===== src/rtl/ycr_pipe_wb_arb_pkg.sv =====
// Shared types and default sizing for the write-back arbiter and its FIFOs.
// Register-file widths default here when the core headers have not set them.
`ifndef YCR_XLEN
`define YCR_XLEN 32
`endif
`ifndef YCR_MPRF_AWIDTH
`define YCR_MPRF_AWIDTH 5
`endif

package ycr_pipe_wb_arb_pkg;

  localparam int YCR_WB_LD_OUTST   = 2;
  localparam int YCR_WB_BUF_DEPTH  = 2;

  typedef struct packed {
    logic [`YCR_MPRF_AWIDTH-1:0] addr;
    logic [`YCR_XLEN-1:0]        data;
  } ycr_wb_entry_s;

endpackage


===== src/rtl/ycr_wb_fifo.sv =====
// Small synchronous FIFO with extra-bit wrap pointers; DEPTH must be a power of 2 and >= 2.
// A push while full is accepted only when a pop happens in the same cycle.
module ycr_wb_fifo #(
  parameter int WIDTH = 8,
  parameter int DEPTH = 2
) (
  input  logic             clk,
  input  logic             rst_n,
  input  logic             push_i,
  input  logic [WIDTH-1:0] data_i,
  input  logic             pop_i,
  output logic [WIDTH-1:0] data_o,
  output logic             full_o,
  output logic             empty_o
);

  localparam int PW = $clog2(DEPTH);

  logic [PW:0]      wr_ptr_q, rd_ptr_q;
  logic [WIDTH-1:0] mem_q [DEPTH];
  logic             push_ok, pop_ok;

  assign empty_o = (wr_ptr_q == rd_ptr_q);
  assign full_o  = (wr_ptr_q[PW] != rd_ptr_q[PW]) &&
                   (wr_ptr_q[PW-1:0] == rd_ptr_q[PW-1:0]);
  assign pop_ok  = pop_i && !empty_o;
  assign push_ok = push_i && (!full_o || pop_ok);
  assign data_o  = mem_q[rd_ptr_q[PW-1:0]];

  always_ff @(posedge clk or negedge rst_n) begin
    if (!rst_n) begin
      wr_ptr_q <= '0;
      rd_ptr_q <= '0;
    end else begin
      if (push_ok) wr_ptr_q <= wr_ptr_q + 1'b1;
      if (pop_ok)  rd_ptr_q <= rd_ptr_q + 1'b1;
    end
  end

  // Storage needs no reset: entries are only read once the pointers say they are valid.
  always_ff @(posedge clk) begin
    if (push_ok) mem_q[wr_ptr_q[PW-1:0]] <= data_i;
  end

endmodule


===== src/rtl/ycr_pipe_wb_arb.sv =====
// Write-back arbiter: merges ALU results and buffered load returns onto the MPRF
// write port, and keeps a scoreboard of registers with loads still in flight.
module ycr_pipe_wb_arb
  import ycr_pipe_wb_arb_pkg::*;
#(
  parameter int LD_OUTST     = YCR_WB_LD_OUTST,
  parameter int WB_BUF_DEPTH = YCR_WB_BUF_DEPTH
) (
  input  logic                        clk,
  input  logic                        rst_n,
  input  logic                        alu2wb_req_i,
  input  logic [`YCR_MPRF_AWIDTH-1:0] alu2wb_rd_addr_i,
  input  logic [`YCR_XLEN-1:0]        alu2wb_rd_data_i,
  input  logic                        lsu2wb_ld_issue_i,
  input  logic [`YCR_MPRF_AWIDTH-1:0] lsu2wb_ld_rd_i,
  output logic                        wb2lsu_issue_rdy_o,
  input  logic                        lsu2wb_ld_vd_i,
  input  logic [`YCR_XLEN-1:0]        lsu2wb_ld_data_i,
  output logic                        wb2lsu_ld_rdy_o,
  input  logic [`YCR_MPRF_AWIDTH-1:0] exu2wb_rs1_addr_i,
  input  logic [`YCR_MPRF_AWIDTH-1:0] exu2wb_rs2_addr_i,
  input  logic [`YCR_MPRF_AWIDTH-1:0] exu2wb_rd_addr_i,
  output logic                        wb2exu_hazard_o,
  output logic                        exu2mprf_w_req_o,
  output logic [`YCR_MPRF_AWIDTH-1:0] exu2mprf_rd_addr_o,
  output logic [`YCR_XLEN-1:0]        exu2mprf_rd_data_o,
  output logic                        wb_err_o
);

  localparam int NREG = 1 << `YCR_MPRF_AWIDTH;

  logic                        ldq_full, ldq_empty;
  logic [`YCR_MPRF_AWIDTH-1:0] ldq_head;
  logic                        buf_full, buf_empty, buf_pop;
  ycr_wb_entry_s               buf_head, buf_push_entry;
  logic                        issue_push, ret_hs, ret_ok, ret_orphan;
  logic [NREG-1:0]             sb_q, sb_d;
  logic                        err_q, err_d;
  logic                        sel_vld;
  logic [`YCR_MPRF_AWIDTH-1:0] sel_addr;
  logic [`YCR_XLEN-1:0]        sel_data;

  assign issue_push = lsu2wb_ld_issue_i && !ldq_full;
  assign ret_hs     = lsu2wb_ld_vd_i && !buf_full;
  assign ret_ok     = ret_hs && !ldq_empty;
  assign ret_orphan = ret_hs && ldq_empty;

  assign buf_push_entry.addr = ldq_head;
  assign buf_push_entry.data = lsu2wb_ld_data_i;

  // rd==0 loads still occupy a slot so that returns stay matched in issue order.
  ycr_wb_fifo #(
    .WIDTH (`YCR_MPRF_AWIDTH),
    .DEPTH (LD_OUTST)
  ) i_ld_rd_fifo (
    .clk     (clk),
    .rst_n   (rst_n),
    .push_i  (issue_push),
    .data_i  (lsu2wb_ld_rd_i),
    .pop_i   (ret_ok),
    .data_o  (ldq_head),
    .full_o  (ldq_full),
    .empty_o (ldq_empty)
  );

  ycr_wb_fifo #(
    .WIDTH ($bits(ycr_wb_entry_s)),
    .DEPTH (WB_BUF_DEPTH)
  ) i_wb_buf (
    .clk     (clk),
    .rst_n   (rst_n),
    .push_i  (ret_ok),
    .data_i  (buf_push_entry),
    .pop_i   (buf_pop),
    .data_o  (buf_head),
    .full_o  (buf_full),
    .empty_o (buf_empty)
  );

  // ALU results always win the port; buffered loads drain in the gaps.
  always_comb begin
    sel_vld  = 1'b0;
    sel_addr = '0;
    sel_data = '0;
    buf_pop  = 1'b0;
    if (alu2wb_req_i) begin
      sel_vld  = 1'b1;
      sel_addr = alu2wb_rd_addr_i;
      sel_data = alu2wb_rd_data_i;
    end else if (!buf_empty) begin
      sel_vld  = 1'b1;
      sel_addr = buf_head.addr;
      sel_data = buf_head.data;
      buf_pop  = 1'b1;
    end
  end

  assign exu2mprf_w_req_o   = sel_vld && (sel_addr != '0);
  assign exu2mprf_rd_addr_o = sel_addr;
  assign exu2mprf_rd_data_o = sel_data;

  // Set is applied after clear so a same-cycle set on the same bit wins.
  always_comb begin
    sb_d = sb_q;
    if (buf_pop && (buf_head.addr != '0)) sb_d[buf_head.addr] = 1'b0;
    if (issue_push && (lsu2wb_ld_rd_i != '0)) sb_d[lsu2wb_ld_rd_i] = 1'b1;
    err_d = err_q | ret_orphan;
  end

  always_ff @(posedge clk or negedge rst_n) begin
    if (!rst_n) begin
      sb_q  <= '0;
      err_q <= 1'b0;
    end else begin
      sb_q  <= sb_d;
      err_q <= err_d;
    end
  end

  assign wb2exu_hazard_o = (sb_q[exu2wb_rs1_addr_i] && (exu2wb_rs1_addr_i != '0)) ||
                           (sb_q[exu2wb_rs2_addr_i] && (exu2wb_rs2_addr_i != '0)) ||
                           (sb_q[exu2wb_rd_addr_i]  && (exu2wb_rd_addr_i  != '0));

  assign wb2lsu_issue_rdy_o = !ldq_full;
  assign wb2lsu_ld_rdy_o    = !buf_full;
  assign wb_err_o           = err_q;

endmodule


===== config.mk =====
export PLATFORM = sky130hd
export DESIGN_NAME = ycr_pipe_wb_arb
export DESIGN_NICKNAME = d
export VERILOG_FILES = /design/src/rtl/ycr_pipe_wb_arb_pkg.sv /design/src/rtl/ycr_wb_fifo.sv /design/src/rtl/ycr_pipe_wb_arb.sv
export SDC_FILE = /design/constraint.sdc
export NUM_CORES = 1
export LEC_CHECK = 0
export BUFFER_PORTS_ARGS = -buffer_cell sky130_fd_sc_hd__buf_2
export CORE_MARGIN = 1.5
export CORE_UTILIZATION = 47
export CTS_CLUSTER_SIZE = 12
export DETAILED_ROUTE_END_ITERATION = 10
export PLACE_DENSITY = 0.68
export RECOVER_POWER = 100
export SYNTH_ARGS = -nofsm -noshare
export SYNTH_HDL_FRONTEND = slang
export SYNTH_SLANG_ARGS = --single-unit

===== constraint.sdc =====
create_clock -name clk -period 3.4 [get_ports clk]
set_clock_uncertainty 0.2 [all_clocks]
set_input_delay 0.51 -clock clk [delete_from_list [all_inputs] [get_ports clk]]
set_output_delay 0.51 -clock clk [all_outputs]
set_load 0.01 [all_outputs]

After elaboration in Yosys (flattened, before gate mapping)
Memories as Yosys holds them, arrays and structs flattened.
Cells that the tools add are included.

cells by class
  add/subtract/negate cells = 4
  magnitude comparators = 7
  equal/unequal tests = 6
  muxes and demuxes = 23
  bitwise logic cells = 4
  reductions and logical operators = 32

operator list
  cell                                                         count
  2-to-1 mux 32 bit                                            4
  AND 32 bit                                                   1
  inverter 32 bit                                              1
  bitwise OR 32 bit                                            1
  less-than comparator 5 x 6 -> 1 bit (second input constant)  5
  nonzero test 5 bit                                           6
  logical AND 1 bit                                            18
  binary-select mux 1 bit (select 5 bit)                       3
  2-to-1 mux 1 bit                                             12
  demux 1 bit (select 5 bit)                                   2
  >= comparator 5 x 1 -> 1 bit (second input constant)         2
  2-to-1 mux 5 bit                                             2
  adder 2 x 1 -> 2 bit (second input constant)                 4
  == test 2 bit                                                2
  zero test 1 bit                                              4
  logical OR 1 bit                                             4
  == test 1 bit                                                2
  != test 1 bit                                                2
  bitwise OR 1 bit                                             1

word-level totals
  register bits after elaboration = 41
  memory bits (writable) = 84
  input bits = 94
  output and inout port bits = 42
  word-level logic and storage cells = 84
  memories kept = 2

memories
  name                words  width  rd ports  clocked after Yosys merged registers in  wr ports  RTL line           source
  i_wb_buf.mem_q      2      37     1         0                                        1         ycr_wb_fifo.sv:20  logic [WIDTH-1:0] mem_q [DEPTH];
  i_ld_rd_fifo.mem_q  2      5      1         0                                        1         ycr_wb_fifo.sv:20

Longest topological paths before layout
Gate-level depths: netlist of run 1.

  depth in word-level cells = 10
  gate-level depth with buffers = 7
  gate-level depth less buffers = 5

Hierarchy
From an unflattened synthesis of run 1, not the netlist that was laid out.

second synthesis, totals
  cell total of the unflattened synthesis = 460
  area, all modules = 6183.4 um^2

by module, submodules not included
  module                      instances  cells an instance  area an instance (um^2)  sequential area each (um^2)
  ycr_wb_fifo (i_wb_buf)      1          144                2920.3                   2322.2
  ycr_pipe_wb_arb             1          270                2638.8                   825.8
  ycr_wb_fifo (i_ld_rd_fifo)  1          46                 624.3                    400.4

Least setup slack after synthesis of run 1
Ideal clock, no wire load.

  path kind = reg-to-reg
  start point = reg i_wb_buf.rd_ptr_q[1]
  end point = mem i_wb_buf.mem_q[0][0] (netlist name), enable pin
  library setup time = 0.431 ns
  data arrival time = 2.580 ns
  data required time = 2.769 ns
  slack = 0.188 ns
  stages on the path, launching flop included = 5
  path buffers = 0
  period minus slack after synthesis = 3.212 ns
  cell sequence = dfrtp_1 xnor2_1 nand2b_1 nand3_1 nor2_1

on the way
  longest elaborated chain between the ends = 8
  elaborated cells between the ends (all ways) = 14
  those cells by class = eq/ne: 2; mux: 4; reduce/logical: 8

ends and longest elaborated chain
  item                                        RTL line               source
  start: declaration                          ycr_wb_fifo.sv:19      logic [PW:0] wr_ptr_q, rd_ptr_q;
  start signal: assignment                    ycr_wb_fifo.sv:36      if (pop_ok) rd_ptr_q <= rd_ptr_q + 1'b1;
  != test 1 bit (*)                           ycr_wb_fifo.sv:24      assign full_o = (wr_ptr_q[PW] != rd_ptr_q[PW]) &&
  logical AND 1 bit (*)                       ycr_wb_fifo.sv:24
  zero test 1 bit (*)                         n/a
  net wb2lsu_ld_rdy_o                         ycr_pipe_wb_arb.sv:19  output logic wb2lsu_ld_rdy_o,
  logical AND 1 bit                           ycr_pipe_wb_arb.sv:44  assign ret_hs = lsu2wb_ld_vd_i && !buf_full;
  logical AND 1 bit                           ycr_pipe_wb_arb.sv:45  assign ret_ok = ret_hs && !ldq_empty;
  logical AND 1 bit (*)                       ycr_wb_fifo.sv:27      assign push_ok = push_i && (!full_o || pop_ok);
  2-to-1 mux 1 bit (*)                        ycr_wb_fifo.sv:42      if (push_ok) mem_q[wr_ptr_q[PW-1:0]] <= data_i;
  2-to-1 mux 1 bit (not written as such) (*)  ycr_wb_fifo.sv:42
  end: declaration                            ycr_wb_fifo.sv:20

Mark *: on every way through the listed nets, which the timed path passes. The rest lies on a longest branch.

Worst setup path after layout of run 1
  start point = reg i_wb_buf.rd_ptr_q[0]
  end point = out exu2mprf_w_req_o

on the way
  longest elaborated chain between the ends = 5
  elaborated cells between the ends (all ways) = 8
  those cells by class = eq/ne: 1; mux: 4; reduce/logical: 2; memory: 1

ends and longest elaborated chain
  item                                                         RTL line               source
  memory (2 x 37 bit) / == test 2 bit (equally long branches)  n/a
  2-to-1 mux 5 bit                                             ycr_pipe_wb_arb.sv:90  end else if (!buf_empty) begin
  2-to-1 mux 5 bit                                             ycr_pipe_wb_arb.sv:86  if (alu2wb_req_i) begin
  nonzero test 5 bit                                           ycr_pipe_wb_arb.sv:98  assign exu2mprf_w_req_o = sel_vld && (sel_addr != '0);
  logical AND 1 bit (*)                                        ycr_pipe_wb_arb.sv:98
  end: declaration                                             ycr_pipe_wb_arb.sv:24  output logic exu2mprf_w_req_o,

Every way passes the cells marked *; elsewhere a longest branch is shown, timed or not.

==> results of run 1 <==
## layer usage
metal / vias to the layer above / GRT usage (%) / part of all wire, %
met1: 2118 / 28.38 / 44
met2: 164 / 34.94 / 48
met5: - / 0 / 0
li1: 2065 / - / -
met4: 0 / 10.73 / 2.8
met3: 35 / 5.073 / 5.1
## critical path, stage by stage (launching register included)
cell and delay (ns):
dfrtp_2 0.52, xnor2_1 0.28, a21o_1 0.29, buf_4 0.32, o21ai_0 0.15, nor2_1 0.12, nand2_1 0.09, clkbuf_1 0.19
## cells by family after synthesis
| logic type | Yosys count | share of synthesized area, % |
|---|---|---|
| mux | 76 | 16.80 |
| flops | 125 | 59.17 |
| simple gates | 109 | 9.201 |
| buf+inv | 29 | 2.420 |
| compound gates | 117 | 10.66 |
| xor+xnor | 12 | 1.753 |
## synth_stat cells, types with 3 or more instances
master	n
a311oi_1	3
and2_1	3
buf_2	10
clkbuf_1	10
dfrtp_1	41
edfxtp_1	84
inv_1	4
mux2_2	11
mux2i_1	47
mux4_1	5
mux4_2	12
nand2_1	52
nand3_1	12
nand3b_1	7
nand4_1	3
nor2_1	9
nor3b_1	3
nor4_1	4
o21ai_0	98
or3b_2	3
xnor2_1	10
## cells in the final DEF, fill, tap and decap left out, types with 3 or more instances in the layout
| cell | n |
|---|---|
| o21ai_0 | 98 |
| edfxtp_1 | 84 |
| buf_2 | 78 |
| clkbuf_1 | 57 |
| nand2_1 | 52 |
| mux2i_1 | 47 |
| dfrtp_1 | 40 |
| clkbuf_16 | 17 |
| nand3_1 | 12 |
| mux4_2 | 12 |
| xnor2_1 | 10 |
| nor2_1 | 8 |
| mux2_2 | 7 |
| nand3b_1 | 7 |
| mux2_1 | 5 |
| mux4_1 | 5 |
| inv_1 | 4 |
| nor4_1 | 4 |
| clkinv_4 | 4 |
| or3b_2 | 3 |
| nand4_1 | 3 |
| a311oi_1 | 3 |
| nor3b_1 | 3 |
| clkinvlp_4 | 3 |
| clkinv_2 | 3 |
| bufinv_16 | 3 |
| buf_4 | 3 |
## worst max path at each step
stage	startpoint	end	slack (ns)	cells after the start
final	i_wb_buf.rd_ptr_q[0]$_DFFE_PN0P_	exu2mprf_w_req_o	0.31	7
after global routing	i_wb_buf.rd_ptr_q[0]$_DFFE_PN0P_	exu2mprf_w_req_o	0.18	7
after CTS	i_wb_buf.rd_ptr_q[0]$_DFFE_PN0P_	exu2mprf_w_req_o	0.32	7
after detailed placement	exu2wb_rs1_addr_i[0]	wb2exu_hazard_o	0.52	7
after global placement	exu2wb_rs1_addr_i[0]	wb2exu_hazard_o	0.57	7
after floorplan	i_wb_buf.rd_ptr_q[1]$_DFFE_PN0P_	i_wb_buf.mem_q[0][0]$_DFFE_PP_	0.19	4
## final cells by class
class                           count  area, µm²
Fill cell                        1104       5192
Sequential cell                   125       3550
Multi-Input combinational cell    314       2311
Timing Repair Buffer              140      636.9
Clock buffer                       17      425.4
Tap cell                          172      215.2
Clock inverter                     14      171.4
Inverter                            4      15.01
## flip-flops by register name (all words and copies together), names as in the netlist
| signal | cells |
|---|---|
| wb_err_o | 1 |
| sb_q | 32 |
| i_ld_rd_fifo.wr_ptr_q | 2 |
| i_wb_buf.wr_ptr_q | 2 |
| i_wb_buf.mem_q | 74 |
| i_ld_rd_fifo.mem_q | 10 |
| i_wb_buf.rd_ptr_q | 2 |
| i_ld_rd_fifo.rd_ptr_q | 2 |
## power by group through the flow
| stage | clock network [mW] | registers, mW | logic, mW |
|---|---|---|---|
| final | 1.80 | 2.71 | 2.15 |
| after global routing | 1.90 | 2.78 | 2.38 |
| after CTS | 1.82 | 2.70 | 2.24 |
| after detailed placement | 0 | 2.72 | 2.23 |
| after global placement | 0 | 2.70 | 2.19 |
| after floorplan | 0 | 2.55 | 1.60 |
==> results.sh, run 1 <==
export IMPL_worstPathRequired_ns=2.69
export IMPL_setup_tns_ns=0
export IMPL_start_kind="flop"
export IMPL_slew_headroom_pct=-47.69
export IMPL_synth_area_mm2=0.005997
export IMPL_die_w_um=116.0
export IMPL_p_int_mw=4.333
export IMPL_cts_tree="done"
export IMPL_routed_wl_mm=13.96
export IMPL_initial_core_util_pct=47.91
export IMPL_die_area_mm2=0.01345
export IMPL_clk_pin_slew_worst_paths_ns=0.06
export IMPL_num_rows=41
export IMPL_num_vias=4382
export IMPL_min_delay_start="lsu2wb_ld_data_i[13]"
export IMPL_synth_ff_type="edfxtp_1"
export IMPL_diodes=0
export IMPL_avgSynthCellArea_um2=12.81
export IMPL_violations="max-capacitance violations, max-slew violations"
export IMPL_clock_sinks=125
export IMPL_period_needed_ns=3.092
export IMPL_pre_cts_ws_ns=0.5233
export IMPL_coreArea_mm2=0.01252
export IMPL_holdPathEnd="i_wb_buf.mem_q[0][13]$_DFFE_PP_"
export IMPL_critPathArrivalTime_ns=2.38
export IMPL_yosys_top_cells_area="edfxtp_1 42%, dfrtp_1 17%, o21ai_0 8.2%"
export IMPL_drtIter0Drc=253
export IMPL_peakVddDrop_v=0.0004912
export IMPL_fin_area_mm2=0.007325
export IMPL_rsz0062_at_grt="no"
export IMPL_p_leak_nw=2.841
export IMPL_syn_inst=468
export IMPL_crit_type="reg2out"
export IMPL_status="finished, violations left"
export IMPL_cts_resized=0
export IMPL_synth_top_area_cell="edfxtp_1"
export IMPL_synth_top_area_share_pct=42.06
export IMPL_synth_cell_types=47
export IMPL_crit_path_max_fanout=31
export IMPL_synth_fp_nets=562
export IMPL_dp_hpwl_mm=9.850
export IMPL_worstReg2RegEnd="i_wb_buf.wr_ptr_q[1]$_DFFE_PN0P_"
export IMPL_min_path_type="in2reg"
export IMPL_avgViaCountPerCell=5.575
export IMPL_synth_edf_count=84
export IMPL_drc=0
export IMPL_numPlacedInstances=755
export IMPL_detail_route_antenna_nets=0
export IMPL_worst_pin_slew_ns=2.215
export IMPL_grt_pass1_vias=4353
export IMPL_grt_overflow_total=0
export IMPL_r2r_cells=6
export IMPL_place_congestion=0.8613
export IMPL_htreeDepth=4
export IMPL_post_cts_buffers=0
export IMPL_min_period_over_period_pct=90.94
export IMPL_maxCapViolations=1
export IMPL_max_freq_mhz=323.4
export IMPL_seq_area_frac_synth_pct=59.17
export IMPL_setup_violations=0
export IMPL_sequentialPowerShare_pct=40.7
export IMPL_final_hold_violation_count=0
export IMPL_worstSetupEndpointType="primary output"
export IMPL_cts_hold_buf=0
export IMPL_async_flop_share_pct=32.80
export IMPL_r2r_setup_slack_ns=0.78
export IMPL_ys_ff_latch=125
export IMPL_total_power_mw=6.658
export IMPL_grt_pass1_wl_mm=21.73
export IMPL_drive_gt1_share_pct=22.80
export IMPL_whs_ns=0.08312
export IMPL_area_growth_pct=22.14
export IMPL_worstSkewPairLatency_ns=0.41
export IMPL_drt_pass1_iterations=5
export IMPL_grt_antenna_before_repair=0
export IMPL_avgRoutedWirePerCell_um=17.76
export IMPL_p_per_area_mw_per_mm2=909.1
export IMPL_clockPowerShare_pct=27.0
export IMPL_nets=696
export IMPL_yosys_warnings=0
export IMPL_cts_root_buffer="clkbuf_16"
export IMPL_r2r_start="i_ld_rd_fifo.rd_ptr_q[0]$_DFFE_PN0P_"
export IMPL_final_cell_count_no_fill=786
export IMPL_grt_max_degree=42
export IMPL_cts_buffers_inserted=17
export IMPL_final_max_slew_violation_count=42
export IMPL_ios=136
export IMPL_final_core_utilization_pct=58.52
export IMPL_die_h_um=116.0
export IMPL_io_buffers=135
export IMPL_power_share_combinational_pct=32.2
export IMPL_whs_path_depth=1
export IMPL_p_switching_mw=2.325
export IMPL_grt_usage_pct=21.89
export IMPL_clockBufferDepth=2
export IMPL_switching_share_pct=34.92
export IMPL_setup_slack_ns=0.3080
export IMPL_placedInstanceArea_mm2=0.006804
No activity file was read; power rests on OpenSTA's default activity.
==> inputs of run 2 (changes only) <==
==> constraint.sdc (replaced) <==
create_clock -name clk -period 3.4 [get_ports clk]
set_clock_uncertainty 0.2 [all_clocks]
set_input_delay 0.34 -clock clk [delete_from_list [all_inputs] [get_ports clk]]
set_output_delay 0.34 -clock clk [all_outputs]
set_load 0.01 [all_outputs]
==> run 2 against run 1 <==
Net effect: the run now ends clean; die area unchanged; maximum frequency increased by 5.8%; non-clock buffer count increased by 35; sequential share of layout area decreased by 2.4 points; combinational power increased by 4%.
==> results.sh, run 2 (synthesized netlist as in run 1, its figures left out) <==
export IMPL_post_cts_buffers=0
export IMPL_final_max_slew_violation_count=0
export IMPL_worstReg2RegEnd="i_wb_buf.mem_q[0][7]$_DFFE_PP_"
export IMPL_status="finished, final reports clean"
export IMPL_coreArea_mm2=0.01252
export IMPL_holdPathEnd="i_ld_rd_fifo.wr_ptr_q[0]$_DFFE_PN0N_"
export IMPL_avgViaCountPerCell=5.647
export IMPL_clockBufferDepth=2
export IMPL_maxCapViolations=0
export IMPL_r2r_setup_slack_ns=0.48
export IMPL_avgRoutedWirePerCell_um=18.03
export IMPL_drtIter0Drc=311
export IMPL_min_path_type="in2reg"
export IMPL_largest_register_ff_count=74
export IMPL_cts_tree="done"
export IMPL_pre_cts_ws_ns=0.9159
export IMPL_min_delay_start="lsu2wb_ld_issue_i"
export IMPL_drive_gt1_share_pct=19.38
export IMPL_num_vias=4642
export IMPL_r2r_cells=5
export IMPL_routed_wl_mm=14.82
export IMPL_slew_headroom_pct=21.39
export IMPL_drc=0
export IMPL_grt_antenna_before_repair=0
export IMPL_clk_pin_slew_worst_paths_ns=0.06
export IMPL_die_w_um=116.0
export IMPL_critPathArrivalTime_ns=2.84
export IMPL_initial_core_util_pct=47.91
export IMPL_nets=731
export IMPL_p_leak_nw=2.980
export IMPL_grt_pass1_wl_mm=23.40
export IMPL_total_power_mw=6.830
export IMPL_n_fill_cell=1021
export IMPL_setup_violations=0
export IMPL_place_congestion=0.8844
export IMPL_final_core_utilization_pct=61.50
export IMPL_dp_hpwl_mm=10.05
export IMPL_crit_path_max_fanout=26
export IMPL_ios=136
export IMPL_clock_sinks=125
export IMPL_setup_tns_ns=0
export IMPL_io_buffers=135
export IMPL_area_growth_pct=28.35
export IMPL_worstPathRequired_ns=3.31
export IMPL_die_area_mm2=0.01345
export IMPL_start_kind="flop"
export IMPL_min_period_over_period_pct=85.94
export IMPL_cts_resized=0
export IMPL_p_per_area_mw_per_mm2=887.3
export IMPL_diodes=0
export IMPL_worstSkewPairLatency_ns=0.42
export IMPL_grt_overflow_total=0
export IMPL_cts_hold_buf=36
export IMPL_final_hold_violation_count=0
export IMPL_setup_slack_ns=0.4780
export IMPL_worstSetupEndpointType="flop"
export IMPL_htreeDepth=4
export IMPL_drt_pass1_iterations=5
export IMPL_cts_root_buffer="clkbuf_16"
export IMPL_grt_usage_pct=23.18
export IMPL_period_needed_ns=2.922
export IMPL_cts_buffers_inserted=17
export IMPL_grt_pass1_vias=4544
export IMPL_max_freq_mhz=342.2
export IMPL_final_cell_mix="98 x o21ai_0, 84 x edfxtp_1, 68 x clkbuf_1"
export IMPL_whs_path_depth=3
export IMPL_crit_type="reg2reg"
export IMPL_r2r_start="i_wb_buf.rd_ptr_q[0]$_DFFE_PN0P_"
export IMPL_peakVddDrop_v=0.0007231
export IMPL_num_rows=41
export IMPL_detail_route_antenna_nets=0
export IMPL_final_common_cell="o21ai_0"
export IMPL_grt_max_degree=42
export IMPL_die_h_um=116.0
export IMPL_rsz0062_at_grt="no"
export IMPL_worst_pin_slew_ns=1.175
run 2: worst max-delay path by stage:
stage,start,end,slack [ns],cells after the start
finish,i_wb_buf.rd_ptr_q[0]$_DFFE_PN0P_,i_wb_buf.mem_q[0][7]$_DFFE_PP_,0.48,5
global route,i_wb_buf.rd_ptr_q[0]$_DFFE_PN0P_,i_wb_buf.mem_q[0][11]$_DFFE_PP_,0.23,5
CTS,i_wb_buf.rd_ptr_q[0]$_DFFE_PN0P_,exu2mprf_w_req_o,0.65,5
detailed placement,exu2wb_rs1_addr_i[0],wb2exu_hazard_o,0.92,7
global placement,exu2wb_rs1_addr_i[0],wb2exu_hazard_o,0.90,7
floorplan,i_wb_buf.rd_ptr_q[1]$_DFFE_PN0P_,i_wb_buf.mem_q[0][0]$_DFFE_PP_,0.19,4
run 2: final cells by class:
class / count / area (µm²) / share of cell area (%)
sequential: 125 / 3548 / 46.10
multi-input combinational: 314 / 2303 / 29.93
timing repair buffer: 175 / 992.2 / 12.89
clock buffer: 18 / 429.2 / 5.575
tap: 172 / 215.2 / 2.796
clock inverter: 14 / 193.9 / 2.520
inverter: 4 / 15.01 / 0.1951
run 2: worst max-delay path: stages, from the launching register on:
cell and delay, ns:
dfrtp_1 0.64, xnor2_1 0.19, nand2b_1 0.18, nand3_1 0.19, nor2_1 0.93, buf_12 0.28
run 2: per-layer routing:
| metal | track usage [%] | part of all wire [%] | wire length, µm | vias up |
|---|---|---|---|---|
| met1 | 30.71 | 41 | 6113 | 2298 |
| met2 | 37.76 | 51 | 7553 | 180 |
| met5 | 0 | 0 | 0 | - |
| li1 | - | - | - | 2139 |
| met3 | 5.073 | 6.4 | 955 | 25 |
| met4 | 8.699 | 1.4 | 201 | 0 |
run 2: where the power goes:
group,internal (mW),switching [mW]
sequential,2.32,0.386
clock,1.23,0.669
combinational,0.903,1.33
run 2: per-stage QoR:
stage,hold WS [ns],instances,instance area (µm²)
finish,0.08272,822,7697
global placement,0.2284,754,6809
global route,0.08323,822,7697
floorplan,-0.1556,468,5997
detailed placement,0.2247,754,6809
CTS,0.05469,822,7792
